==> src/rtl/instr_reorder_pkg.sv <==
// Shared definitions for the instruction reorder sequencer.
// Provides the controller state encoding, the default buffer depth and
// the slot-index width helper used by the controller and its map table.
package instr_reorder_pkg;

  localparam int BS_DEFAULT = 16;

  typedef enum logic [1:0] {
    IDLE = 2'd0,
    FILL = 2'd1,
    MAP  = 2'd2
  } state_t;

  // Width of a slot index for a buffer of the given depth (min 1 bit).
  function automatic int idx_w(input int depth);
    return (depth > 1) ? $clog2(depth) : 1;
  endfunction

endpackage

==> src/rtl/reorder_map_table.sv <==
// Programmable slot-permutation table for the reorder sequencer.
// Ports:
//   clk, rst  - clock, asynchronous active-high reset (restores identity map)
//   we        - write enable (qualified by the controller)
//   waddr     - write address (table entry)
//   wdata     - write data (slot index)
//   raddr     - combinational read address
//   rdata     - combinational read data
module reorder_map_table
  import instr_reorder_pkg::*;
#(
  parameter int BS   = BS_DEFAULT,
  parameter int IDXW = idx_w(BS)
) (
  input  logic            clk,
  input  logic            rst,
  input  logic            we,
  input  logic [IDXW-1:0] waddr,
  input  logic [IDXW-1:0] wdata,
  input  logic [IDXW-1:0] raddr,
  output logic [IDXW-1:0] rdata
);

  logic [BS-1:0][IDXW-1:0] tbl;

  always_ff @(posedge clk or posedge rst) begin
    if (rst) begin
      for (int i = 0; i < BS; i++) tbl[i] <= IDXW'(i);
    end else if (we) begin
      tbl[waddr] <= wdata;
    end
  end

  assign rdata = tbl[raddr];

endmodule

==> src/rtl/instr_reorder_ctrl.sv <==
// Sequencer for the instruction reorder buffer.
// Fills the buffer linearly, then issues slot indices from the mapping
// table, draining until every occupied slot has been read (or a drain
// timeout flags a non-permutation map).
// Ports:
//   clk, rst   - clock, asynchronous active-high reset
//   en         - start pulse, honoured only in IDLE
//   instr_nz   - current instruction is non-zero (zero = end of stream)
//   buf_start  - buffer full or input exhausted
//   buf_index  - registered slot index to the buffer
//   out_valid  - buffer output this cycle is a real instruction
//   map_we/map_addr/map_data - mapping table write port (IDLE only)
//   busy       - run in progress
//   done       - one-cycle end-of-run pulse
//   map_err    - sticky drain-timeout flag, cleared by the next en
module instr_reorder_ctrl
  import instr_reorder_pkg::*;
#(
  parameter int BS   = BS_DEFAULT,
  parameter int IW   = 32,
  parameter int IDXW = idx_w(BS)
) (
  input  logic            clk,
  input  logic            rst,
  input  logic            en,
  input  logic            instr_nz,
  input  logic            buf_start,
  output logic [IDXW-1:0] buf_index,
  output logic            out_valid,
  input  logic            map_we,
  input  logic [IDXW-1:0] map_addr,
  input  logic [IDXW-1:0] map_data,
  output logic            busy,
  output logic            done,
  output logic            map_err
);

  if ((BS < 2) || ((BS & (BS - 1)) != 0) || (IW < 1)) begin : g_param_chk
    $error("instr_reorder_ctrl: BS must be a power of two >= 2 and IW >= 1");
  end

  state_t          state;
  logic [BS-1:0]   occ, occ_nxt;
  logic [IDXW-1:0] ptr, ptr_nxt;
  logic [IDXW:0]   drain_cnt, drain_nxt;
  logic            end_seen, ended;
  logic            map_wr;
  logic [IDXW-1:0] map_raddr, map_rdata;

  // Table is only writable between runs.
  assign map_wr  = map_we && (state == IDLE);
  assign ptr_nxt = ptr + 1'b1;
  // ptr tracks the entry currently presented; look one entry ahead so the
  // registered buf_index steps map[0], map[1], ... without repeats.
  assign map_raddr = (state == MAP) ? ptr_nxt : '0;

  reorder_map_table #(.BS(BS), .IDXW(IDXW)) u_map (
    .clk   (clk),
    .rst   (rst),
    .we    (map_wr),
    .waddr (map_addr),
    .wdata (map_data),
    .raddr (map_raddr),
    .rdata (map_rdata)
  );

  // Occupancy after this cycle's buffer write into the presented slot.
  always_comb begin
    occ_nxt            = occ;
    occ_nxt[buf_index] = instr_nz;
  end

  // The cycle that first sees the zero instruction already counts as drain.
  assign ended     = end_seen | ~instr_nz;
  assign drain_nxt = drain_cnt + {{IDXW{1'b0}}, ended};

  always_ff @(posedge clk or posedge rst) begin
    if (rst) begin
      state     <= IDLE;
      buf_index <= '0;
      out_valid <= 1'b0;
      busy      <= 1'b0;
      done      <= 1'b0;
      map_err   <= 1'b0;
      occ       <= '0;
      ptr       <= '0;
      drain_cnt <= '0;
      end_seen  <= 1'b0;
    end else begin
      done <= 1'b0;
      case (state)
        IDLE: begin
          buf_index <= '0;
          out_valid <= 1'b0;
          if (en) begin
            state     <= FILL;
            busy      <= 1'b1;
            map_err   <= 1'b0;
            occ       <= '0;
            ptr       <= '0;
            drain_cnt <= '0;
            end_seen  <= 1'b0;
          end
        end
        FILL: begin
          occ       <= occ_nxt;
          out_valid <= occ[buf_index];
          if (buf_start) begin
            state     <= MAP;
            ptr       <= '0;
            buf_index <= map_rdata;
          end else begin
            buf_index <= buf_index + 1'b1;
          end
        end
        MAP: begin
          occ       <= occ_nxt;
          out_valid <= occ[buf_index];
          buf_index <= map_rdata;
          ptr       <= ptr_nxt;
          if (!instr_nz) end_seen  <= 1'b1;
          if (ended)     drain_cnt <= drain_nxt;
          if (ended && (occ_nxt == '0)) begin
            state     <= IDLE;
            busy      <= 1'b0;
            done      <= 1'b1;
            buf_index <= '0;
          end else if (drain_nxt == (IDXW+1)'(BS)) begin
            // Map is not a permutation: some slots are never revisited.
            state     <= IDLE;
            busy      <= 1'b0;
            done      <= 1'b1;
            map_err   <= 1'b1;
            buf_index <= '0;
          end
        end
        default: state <= IDLE;
      endcase
    end
  end

endmodule
==> config.mk <==
export PLATFORM = sky130hd
export DESIGN_NAME = instr_reorder_ctrl
export DESIGN_NICKNAME = d
export VERILOG_FILES = /design/src/rtl/instr_reorder_pkg.sv /design/src/rtl/reorder_map_table.sv /design/src/rtl/instr_reorder_ctrl.sv
export SDC_FILE = /design/constraint.sdc
export NUM_CORES = 1
export LEC_CHECK = 0
export BUFFER_PORTS_ARGS = -buffer_cell sky130_fd_sc_hd__buf_2
export CORE_MARGIN = 1
export CORE_UTILIZATION = 40
export DETAILED_ROUTE_END_ITERATION = 8
export GPL_TIMING_DRIVEN = 1
export PLACE_DENSITY = 0.58
export SLEW_MARGIN = 20
export SYNTH_ARGS = -nofsm -noshare
export SYNTH_HDL_FRONTEND = slang
export SYNTH_SLANG_ARGS = --single-unit
==> constraint.sdc <==
create_clock -name clk -period 8.9 [get_ports clk]
set_input_delay 1.335 -clock clk [delete_from_list [all_inputs] [get_ports clk]]
set_output_delay 1.335 -clock clk [all_outputs]
set_load 0.02 [all_outputs]
==> metrics.yaml <==
floorplan:
  fp-row-count: 42
  die_w_microns: 118.7
  die_h_microns: 118.7
  core_sq_mm: 0.01324
  io_pins: 22
  dieArea_sq_mm: 0.01409
  initial_core_util_pct: 41.14
cells_and_area:
  instances_no_fill: 691
  layout_common_cells: "dfrtp_1, mux2_2, o21ai_0"
  syn2layout_area_growth_pct: 9.440
  layout_commonest_cell: "dfrtp_1"
  drive_above_1_share_pct: 28.16
  final_util_pct: 45.02
  diodes: 0
  num-fill-cells: 1248
  fin_nets: 535
sta:
  finalWorstSetupSlack_ns: 5.744
  final.min_clock_period_ns: 3.156
  rsz0062_at_grt: "no"
  setup_viol: 0
  holdWs_ns: 0.5053
  finalHoldViolations: 0
  tns_ns: 0
  max_slew_margin_pct: 34.44
  finClkSkew_ns: 0.005402
  post-route-period-util_pct: 35.46
  worst_pin_slew_ns: 0.9833
  max_freq_mhz: 316.9
  slew_viol_final: 0
drt:
  drt_iter0_drc: 381
  postRouteAntennaNets: 0
  vias: 4088
  wl_per_cell_microns: 18.92
  drc: 0
  routed_wl_microns: 13070
  via_per_inst: 5.916
  drt-pass1-iter-count: 5
setup_path:
  crit_fanout: 26
  crit_type: "reg -> reg"
  critical_path_arrival_ns: 3.40
  reg2reg_depth: 7
  r2r_setup_slack_ns: 5.74
  slowest_stage: "dfrtp_1"
  cp_cell_sequence: "ha_1 -> buf_4 -> mux4_2 -> mux2i_1 -> o22ai_1 -> a221oi_1 -> a21oi_1"
  cp-endpoint: "buf_index[3]"
  cp.required_ns: 9.14
  worstSetupStartpointType: "flip-flop"
  max_stage_delay_ns: 0.97
  cp-end-kind: "flip-flop"
  startpoint: "ptr[0]"
  r2r_end: "buf_index[3]"
  rr_startpoint: "ptr[0]"
cts:
  cts_resized: 0
  path_clk_slew_ns: 0.07
  cts-buffers-inserted: 9
  cts.sinks: 100
  clkLatencyLatePin_ns: 0.36
  cts_root_buffer: "clkbuf_16"
  cts_tree: "done"
  cts_buffer_depth: 2
  cts_hold_buf: 0
  h-tree-depth: 3
  post_cts_buffers: 0
logic_synthesis:
  synthesis.area_sq_mm: 0.005448
  syn_inst: 506
  yosysUniqueCellTypes: 54
  synth-main-ff-cell: "dfrtp_1"
  async_flop_share_pct: 100.0
  ys_seq_elements: 100
  synth_edf_count: 0
  avgSynthCellArea_sq_um: 10.77
  yosys_warnings: 0
  syn_nets: 531
  synth_seq_area_share_pct: 46.67
place:
  dp_hpwl_microns: 8920
  pre_cts_slack_ns: 5.423
  io_buffer_count: 21
  place_inst: 675
  place_congestion: 0.8430
global_routing:
  grt_pass1_vias: 4080
  grt-ovfl-total: 0
  grt_pass1_wl_microns: 21540
  grt_max_degree: 80
  antenna_found_initial: 0
  grt_usage_pct: 19.90
power_and_ir_drop:
  power_density_mw_per_mm2: 318.4
  vdd_drop_max_v: 0.0001830
  leakage_nw: 2.528
status:
  status: "completed"
min_path:
  hp-class: "reg -> reg"
flow_run:
  cap_violations: 0
-- power by group --
part	leakage, nW	switching, mW	internal (mW)	total, mW
sequential	1.24	0.131	0.665	0.797
combinational	1.14	0.384	0.321	0.705
clock	0.146	0.179	0.217	0.397
-- how the worst min path moves through the flow --
stage                            start           end  depth (start not counted)  slack, ns
after floorplan                 occ[2]        occ[2]                          2       0.47
after global placement    u_map.tbl[1]  u_map.tbl[1]                          1       0.49
after detailed placement  u_map.tbl[0]  u_map.tbl[0]                          1       0.49
after CTS                 drain_cnt[4]  drain_cnt[4]                          1       0.51
after global routing      u_map.tbl[6]  u_map.tbl[6]                          1       0.53
final                     drain_cnt[4]  drain_cnt[4]                          1       0.51
-- metrics by stage --
step	total power [mW]	instance area (sq um)
after floorplan	1.317	5448
after global placement	1.483	5664
after detailed placement	1.502	5664
after CTS	1.906	5962
after global routing	2.021	5962
final	1.898	5962
-- logic make-up after synthesis --
kind of cell	synth area share (%)
and+or+nand+nor	11.32
buffers and inverters	3.146
xor gates and xnor gates	0.8040
AOI/OAI and AO/OA	15.71
muxes	19.82
DFF	46.67
adders and majority gates	2.526
-- area by class of cell --
cell class	instances	area, sq um	area share, %
Tap cell	176	220.2	3.694
Sequential cell	100	2542	42.64
Timing Repair Buffer	23	120.1	2.015
Inverter	12	47.55	0.7975
Clock inverter	3	26.28	0.4407
Multi-Input combinational cell	364	2734	45.86
Clock buffer	13	271.5	4.554
-- cell usage after synthesis, types with 5 or more instances --
master / number / area share, %
mux2i_1: 19 / 3.5
nand2_1: 38 / 2.6
mux2_2: 65 / 13
nand3b_1: 5 / 0.69
ha_1: 11 / 2.5
inv_1: 12 / 0.83
clkbuf_1: 21 / 1.4
nand2b_1: 14 / 1.6
o21ai_0: 41 / 3.8
a21oi_1: 31 / 2.8
buf_2: 5 / 0.46
a31oi_1: 8 / 0.92
nand3_1: 14 / 1.3
dfstp_2: 32 / 15
nor2b_1: 6 / 0.69
o31ai_1: 6 / 0.83
a221oi_1: 5 / 0.80
nor2_1: 29 / 2.0
dfrtp_1: 68 / 31
a22o_1: 5 / 0.80
mux4_2: 7 / 2.9
o221ai_1: 6 / 0.96
-- registers in the layout, summed over array words and instances (netlist names) --
signal and count:
drain_cnt 5, map_err 1, out_valid 1, done 1, busy 1, u_map.tbl 64
buf_index 4, ptr 4, state 2, end_seen 1, occ 16
-- layer usage --
layer  track usage, %  wire length [microns]  vias up
met5                0                      0        -
li1                 -                      -     1870
met2            31.62                   6313      129
met3            5.068                    655       23
met4            8.544                    295        0
met1            25.63                   5810     2066
-- worst max-delay path: cells and delay by family, from the launching register on --
family	cells	cell delay, ns
flops	1	0.97
buf+inv	1	0.38
mux	2	0.76
compound gates	3	0.46
fa+ha+maj	1	0.44
Power figures use the tool's default switching activity.
